$ cat src/rtl/fifo_uart_tx.sv
// rtl/fifo_uart_tx.sv - FIFO drain stage serialising popped words onto a UART-style line
module fifo_uart_tx #(
  parameter int rw  = 8,
  parameter int cpb = 16
) (
  input  logic          c,
  input  logic          re,
  input  logic          en,
  input  logic          es,
  input  logic          uf,
  input  logic [rw-1:0] d,
  output logic          rs,
  output logic          tx,
  output logic          busy,
  output logic          err
);

  localparam int CW = $clog2(cpb);
  localparam int BW = (rw > 1) ? $clog2(rw) : 1;
  localparam logic [CW-1:0] CYC_MAX = CW'(cpb - 1);
  localparam logic [CW-1:0] CYC_ONE = CW'(1);
  localparam logic [BW-1:0] BIT_MAX = BW'(rw - 1);
  localparam logic [BW-1:0] BIT_ONE = BW'(1);

  typedef enum logic [2:0] {
    IDLE  = 3'd0,
    POP   = 3'd1,
    LOAD  = 3'd2,
    START = 3'd3,
    DATA  = 3'd4,
    STOP  = 3'd5
  } state_t;

  state_t        state, state_nxt;
  logic [CW-1:0] cyc, cyc_nxt;
  logic [BW-1:0] bit_idx, bit_nxt;
  logic [rw-1:0] shreg, shreg_nxt;
  logic          tx_nxt, err_nxt;
  logic          cyc_last, bit_last;

  assign cyc_last = (cyc == CYC_MAX);
  assign bit_last = (bit_idx == BIT_MAX);
  assign rs       = (state == POP);
  assign busy     = (state != IDLE);

  always_comb begin
    state_nxt = state;
    cyc_nxt   = cyc;
    bit_nxt   = bit_idx;
    shreg_nxt = shreg;
    err_nxt   = err;
    case (state)
      IDLE: if (en && !es) state_nxt = POP;
      POP:  state_nxt = LOAD;
      LOAD: begin
        if (uf) begin
          err_nxt   = 1'b1;
          state_nxt = IDLE;
        end else begin
          shreg_nxt = d;
          cyc_nxt   = '0;
          bit_nxt   = '0;
          state_nxt = START;
        end
      end
      START: begin
        cyc_nxt = cyc_last ? '0 : cyc + CYC_ONE;
        if (cyc_last) state_nxt = DATA;
      end
      DATA: begin
        cyc_nxt = cyc_last ? '0 : cyc + CYC_ONE;
        if (cyc_last) begin
          shreg_nxt = shreg >> 1;
          if (bit_last) begin
            bit_nxt   = '0;
            state_nxt = STOP;
          end else begin
            bit_nxt = bit_idx + BIT_ONE;
          end
        end
      end
      STOP: begin
        cyc_nxt = cyc_last ? '0 : cyc + CYC_ONE;
        if (cyc_last) state_nxt = IDLE;
      end
      default: state_nxt = IDLE;
    endcase

    // tx is derived from where we are going so it moves on the same edge as the state/bit
    case (state_nxt)
      START:   tx_nxt = 1'b0;
      DATA:    tx_nxt = shreg_nxt[0];
      default: tx_nxt = 1'b1;
    endcase
  end

  always_ff @(posedge c) begin
    if (re) begin
      state   <= IDLE;
      tx      <= 1'b1;
      err     <= 1'b0;
      cyc     <= '0;
      bit_idx <= '0;
      shreg   <= '0;
    end else begin
      state   <= state_nxt;
      tx      <= tx_nxt;
      err     <= err_nxt;
      cyc     <= cyc_nxt;
      bit_idx <= bit_nxt;
      shreg   <= shreg_nxt;
    end
  end

endmodule

$ cat config.mk
export PLATFORM = sky130hd
export DESIGN_NAME = fifo_uart_tx
export DESIGN_NICKNAME = d
export VERILOG_FILES = /design/src/rtl/fifo_uart_tx.sv
export SDC_FILE = /design/constraint.sdc
export NUM_CORES = 1
export LEC_CHECK = 0
export CAP_MARGIN = 20
export CORE_AREA = 3 3 89 57
export DETAILED_ROUTE_END_ITERATION = 8
export DIE_AREA = 0 0 92 60
export PLACE_DENSITY = 0.5
export SETUP_SLACK_MARGIN = 0.4
export SLEW_MARGIN = 10
export SYNTH_ARGS = -nofsm -noshare
export SYNTH_HDL_FRONTEND = slang
export SYNTH_SLANG_ARGS = --single-unit
$ cat constraint.sdc
create_clock -name c -period 1.9 [get_ports c]
set_input_delay 0.38 -clock c [delete_from_list [all_inputs] [get_ports c]]
set_output_delay 0.38 -clock c [all_outputs]
set_load 0.005 [all_outputs]
* Yosys cells after proc, flatten, opt, wreduce, memory -nomap -nowiden
Cells that the tools add are included.
Cells by class: muxes and demuxes 18, $add $sub $neg 2, reductions and logical operators 10, eq/ne operators 11
Operator list (number):
- 2-to-1 mux 3 bit | 8
- case mux 3 bit (6 select lines) | 1
- 2-to-1 mux 8 bit | 2
- case mux 8 bit (2 select lines) | 1
- equality test 3 bit, second input constant | 4
- equality test 3 x 2 -> 1 bit, second input constant | 3
- 2-to-1 mux 4 bit | 2
- case mux 4 bit (2 select lines) | 1
- case mux 3 bit (2 select lines) | 1
- adder 4 x 1 -> 4 bit, second input constant | 1
- equality test 4 bit, second input constant | 1
- != test 2 bit, second input constant | 2
- AND reduction 2 bit | 2
- nonzero test 2 bit | 2
- adder 3 x 1 -> 3 bit, second input constant | 1
- equality test 3 x 1 -> 1 bit, second input constant | 1
- zero test 3 bit | 1
- AND reduction 3 bit | 1
- nonzero test 3 bit | 1
- OR reduction 3 bit | 1
- 2-to-1 mux 2 bit | 1
- case mux 1 bit (2 select lines) | 1
- logical AND 1 bit | 1
- zero test 1 bit | 1
Storage, ports and cells: bits in registers 20, output and inout bits 4, word-level logic and storage cells 48, input bits 13

* Longest topological paths before layout
word-level depth 6, mapped depth 6, gate-level depth less buffers 5

* Least setup slack after synthesis
Ideal clock, no wire load.
path type register to register, start point register cyc[0], end point register tx, arrival time 1472 ps, buffers on the path 1, slack 307 ps, period minus slack after synthesis 1593 ps, data required time 1779 ps, cell stages (with the launch flop) 7, library setup time 121 ps, cell sequence dfxtp_1 ha_1 and3_1 buf_2 a31oi_1 a22o_1 mux2_4
Between the ends: word-level cells in the longest chain between the ends 5, elaborated cells between the ends (all ways) 10, classes of those cells eq/ne (3); mux (7)
RTL lines:
- from (decl) | RTL line 35 | logic [CW-1:0] cyc, cyc_nxt;
- from (signal assigned) | RTL line 109 | cyc <= cyc_nxt;
- equality test 4 bit * | RTL line 41 | assign cyc_last = (cyc == CYC_MAX);
- 2-to-1 mux 3 bit (on tied branches) | RTL line 84, 68, 72
- case mux 3 bit (6 select lines) | RTL line 52 | case (state)
- equality test 3 bit / equality test 3 x 2 -> 1 bit (equally long branches) | RTL line 90 | case (state_nxt)
- case mux 1 bit (2 select lines) * | RTL line 90
- to (signal assigned) | RTL line 107 | tx <= tx_nxt;
- to (decl) | RTL line 13 | output logic tx,
Mark *: on every way between the ends. The rest lies on a longest branch, timed or not. The select of a mux whose other input is x is not followed. A chain may end at the register's enable or synchronous reset.

* Worst setup path in the final report
start point register state[1], end point register tx
Between the ends: word-level cells in the longest chain between the ends 5, elaborated cells between the ends (all ways) 16, classes of those cells eq/ne (7); mux (8); reduce/logical (1)
RTL lines:
- from (decl) | RTL line 34 | state_t state, state_nxt;
- from (signal assigned) | RTL line 106 | state <= state_nxt;
- 2-to-1 mux 3 bit | RTL line 74 | if (bit_last) begin
- 2-to-1 mux 3 bit | RTL line 72 | if (cyc_last) begin
- case mux 3 bit (6 select lines) | RTL line 52
- equality test 3 bit / equality test 3 x 2 -> 1 bit (equally long branches) | RTL line 90
- case mux 1 bit (2 select lines) * | RTL line 90
Mark *: on every way between the ends. The rest lies on a longest branch, timed or not.

==> flow_summary.yaml <==
global_routing:
  antenna_found_initial: 0
  total_routing_resource_utilization_after_global_routing_pct: 10.7
  number_of_global_route_vias_before_repair: 963
  grt_first_pass_wirelength_um: 4690
  grt_start_max_net_pins: 18
  grt_overflow_total: 0
floorplan:
  floorplan.initialDensity_pct: 24.5
  placeableCoreArea_um2: 4190
  die_width_um: 92
  dieHeight_um: 60
  overall_die_area_um2: 5520
  fp-row-count: 18
  number_of_top_level_pins: 17
timing:
  final.setup_skew_ns: 0.00337
  setup-tns-final_ns: 0
  timing.max_slew.rel_slack_pct: 76.9
  timing.final.crit_period_ns: 1.57
  grt_setup_unrepaired: "yes"
  setup-violations-final: 0
  timing.final.hold_violations: 0
  post_route_fraction_of_the_period_consumed_by_the_critical_path_pct: 82.6
  final-max-slew-violation-count: 0
  max_slew.worst_pin.slew_ns: 0.344
  max_freq_mhz: 637
  layout_setup_ws_ns: 0.330
logic_synthesis:
  syn_warnings: 0
  number_of_flip_flops_and_latches_in_the_synthesized_netlist: 20
  dominantRegCellSynth: "dfxtp_1"
  synth_top_area_share_pct: 39.1
  compound_gate_portion_of_the_synthesized_area_pct: 20.9
  leading_area_contributor_after_synthesis: "dfxtp_1"
  synth_fp_nets: 130
  netlist_top_cells_count: "20 x dfxtp_1, 12 x a21oi_1, 11 x nand2_1, 6 x a22oi_1"
  post_synth_xor_area_fraction_pct: 0
  synth-seq-area-share_pct: 39.1
  synthMostInstantiatedCell: "dfxtp_1"
  cells_after_synthesis: 114
  synth_top_family_by_area: "simple AND/OR/NAND/NOR gates"
  synth_edf_count: 0
  post_synth_instance_area_um2: 1020
  synth_cell_types: 40
  synthTopCellsByArea: "dfxtp_1 39%, a21oi_1 5.9%, a22oi_1 4.4%"
  asyncSetResetFlopFracSynth_pct: 0
  share_of_synthesized_cell_area_in_full_adder_half_adder_and_majority_cells_pct: 3.66
  synth.avg_cell_area_um2: 8.99
  synth.area.mux_share_pct: 4.52
  synth_simple_gate_area_share_pct: 28.3
power:
  power.share.switching_pct: 23.9
  vdd.ir_drop.worst_uv: 238
  power.share.sequential_pct: 51.1
  power_report.internal_total_w: 0.000649
  total_power_w: 0.000853
  share_comb_of_total_power_pct: 17.0
  power-per-cell-area_nw_per_um2: 568
  power.net_switching_w: 0.000204
  power.clock.fraction_pct: 31.9
  p_leak_nw: 0.546
detailed_routing:
  wl_um: 2800
  drtAntennaViolNets: 0
  detailedRoute.firstPassIterationCount: 4
  route.detailed.vias_per_inst: 4.80
  routed_via_count: 970
  post_drt_wl_per_cell_um: 13.9
  detail_route.iter0.violations: 60
  drc_errors: 0
layout:
  n_fill_cell: 438
  fraction_of_layout_instances_using_a_drive_strength_above_1_pct: 32.4
  regArea_um2: 420
  antennaDiodeCount: 0
  final_core_util_pct: 35.8
  layout_net_count: 160
  area_growth_pct: 46.5
  multi_input_comb_area_um2: 678
placement:
  place.port_buffers: 16
  hpwlAfterDp_um: 1880
  finalWeightedCongestion: 0.807
  pre_cts_slack_ns: -0.0600
critical_path:
  start_of_the_worst_register_to_register_path: "state[1]$_SDFF_PP0_"
  crit_start: "state[1]$_SDFF_PP0_"
  endpoint_kind: "flip-flop"
  worst-path-max-fanout: 6
  cp_slowest_cell: "or4b_4"
  worst-setup-path-type: "reg2reg"
  cp.arrival_ns: 1.72
  cp-start-kind: "flip-flop"
  worst-endpoint-required_ns: 2.05
  cpPeakStageDelay_ns: 0.50
  worstPathCellList: "buf_6 -> or4b_4 -> o311ai_4 -> nand4_1 -> mux2_4"
cts:
  cts_buffer_depth: 2
  cts_htree_levels: 1
  tritoncts_clock_tree: "done"
  worst_setup_hold_path_clk_slew_ns: 0.07
  clk_latency_ns: 0.25
  clock_sink_count: 20
  cts_inserted_buffers: 3
  ctsRootBufferMaster: "clkbuf_8"
flow_run:
  drv_cap: 0
worst_hold_path:
  timing.hold.worst.class: "reg2reg"
  min-delay-start: "bit_idx[2]$_SDFFE_PP0P_"
status:
  status: "completed"
[final timing paths]
kind / endpoint / slack (ns) / cells after the start
worst max-delay path: tx$_SDFF_PP1_ / 0.33 / 5
worst min-delay path: bit_idx[2]$_SDFFE_PP0P_ / 0.46 / 2
worst max register to register: tx$_SDFF_PP1_ / 0.33 / 5
worst min register to register: bit_idx[2]$_SDFFE_PP0P_ / 0.46 / 2
[stage by stage]
| step | std cells | cell area [um2] | hold WS, ns |
|---|---|---|---|
| 2_1_floorplan | 114 | 1040 | 0.436 |
| 3_3_place_gp | 192 | 1310 | 0.444 |
| 3_5_place_dp | 192 | 1310 | 0.452 |
| 4_1_cts | 201 | 1440 | 0.462 |
| 5_1_grt | 202 | 1500 | 0.481 |
| 6_report | 202 | 1500 | 0.460 |
[final cells by class]
cell class / count / area share [%]
inverter: 1 / 0.250
multi-input combinational: 86 / 45.2
tap: 60 / 5.00
sequential: 20 / 28.0
clock buffer: 3 / 2.75
timing repair buffer: 32 / 18.8
[timing repair]
item | CTS | global route
setup buffers | 6 | 1
hold buffers | 0 | 0
pin swaps | 5 | 4
resized for setup | 16 | 20
setup endpoints to repair | 18 | 16
[worst max-delay path: cells and delay by family, from the launching register on]
family                 cells  cell delay (ns)
AND/OR/NAND/NOR            2             0.63
buffers and inverters      1             0.12
multiplexers               1             0.27
flip-flops                 1             0.35
AO/OA/AOI/OAI              1             0.09
[power groups by stage]
stage	Sequential [W]	Combinational, W	Clock, W
3_5_place_dp	0.000452	0.000122	0
6_report	0.000436	0.000145	0.000272
4_1_cts	0.000437	0.000139	0.000289
2_1_floorplan	0.000447	0.0000597	0
3_3_place_gp	0.000450	0.000121	0
5_1_grt	0.000437	0.000158	0.000309
[placed cells by master (no fill, tap or decap), drive strengths merged, types with 2 or more instances in the layout]
master / n
a21oi: 13
clkbuf: 5
clkdlybuf4s50: 12
nand3: 4
dfxtp: 20
o211ai: 3
nand3b: 2
nor2: 5
nor3b: 5
nand2: 11
buf: 16
nand4: 2
mux2: 2
a22oi: 6
ha: 3
nor4b: 2
nor2b: 5
nand2b: 2
o21ai: 3
a31oi: 2
mux2i: 2
[registers in the layout (all words and copies together), names as in the netlist]
signal,cells
tx,1
state,3
shreg,8
bit_idx,3
err,1
cyc,4
[metal layers]
metal / global-route usage (%) / share of wire (%)
met1: 15.0 / 51
met2: 16.0 / 44
met5: 0 / 0
met3: 3.27 / 4.0
met4: 2.54 / 0.71
[kinds of logic (layout without fill, tap and decap cells)]
family	after synthesis	in the layout
buffers and inverters	8	36
adders and majority gates	3	3
AOI/OAI and AO/OA	32	32
and+or+nand+nor	47	47
DFF	20	20
muxes	4	4
Power figures use the tool's default switching activity.
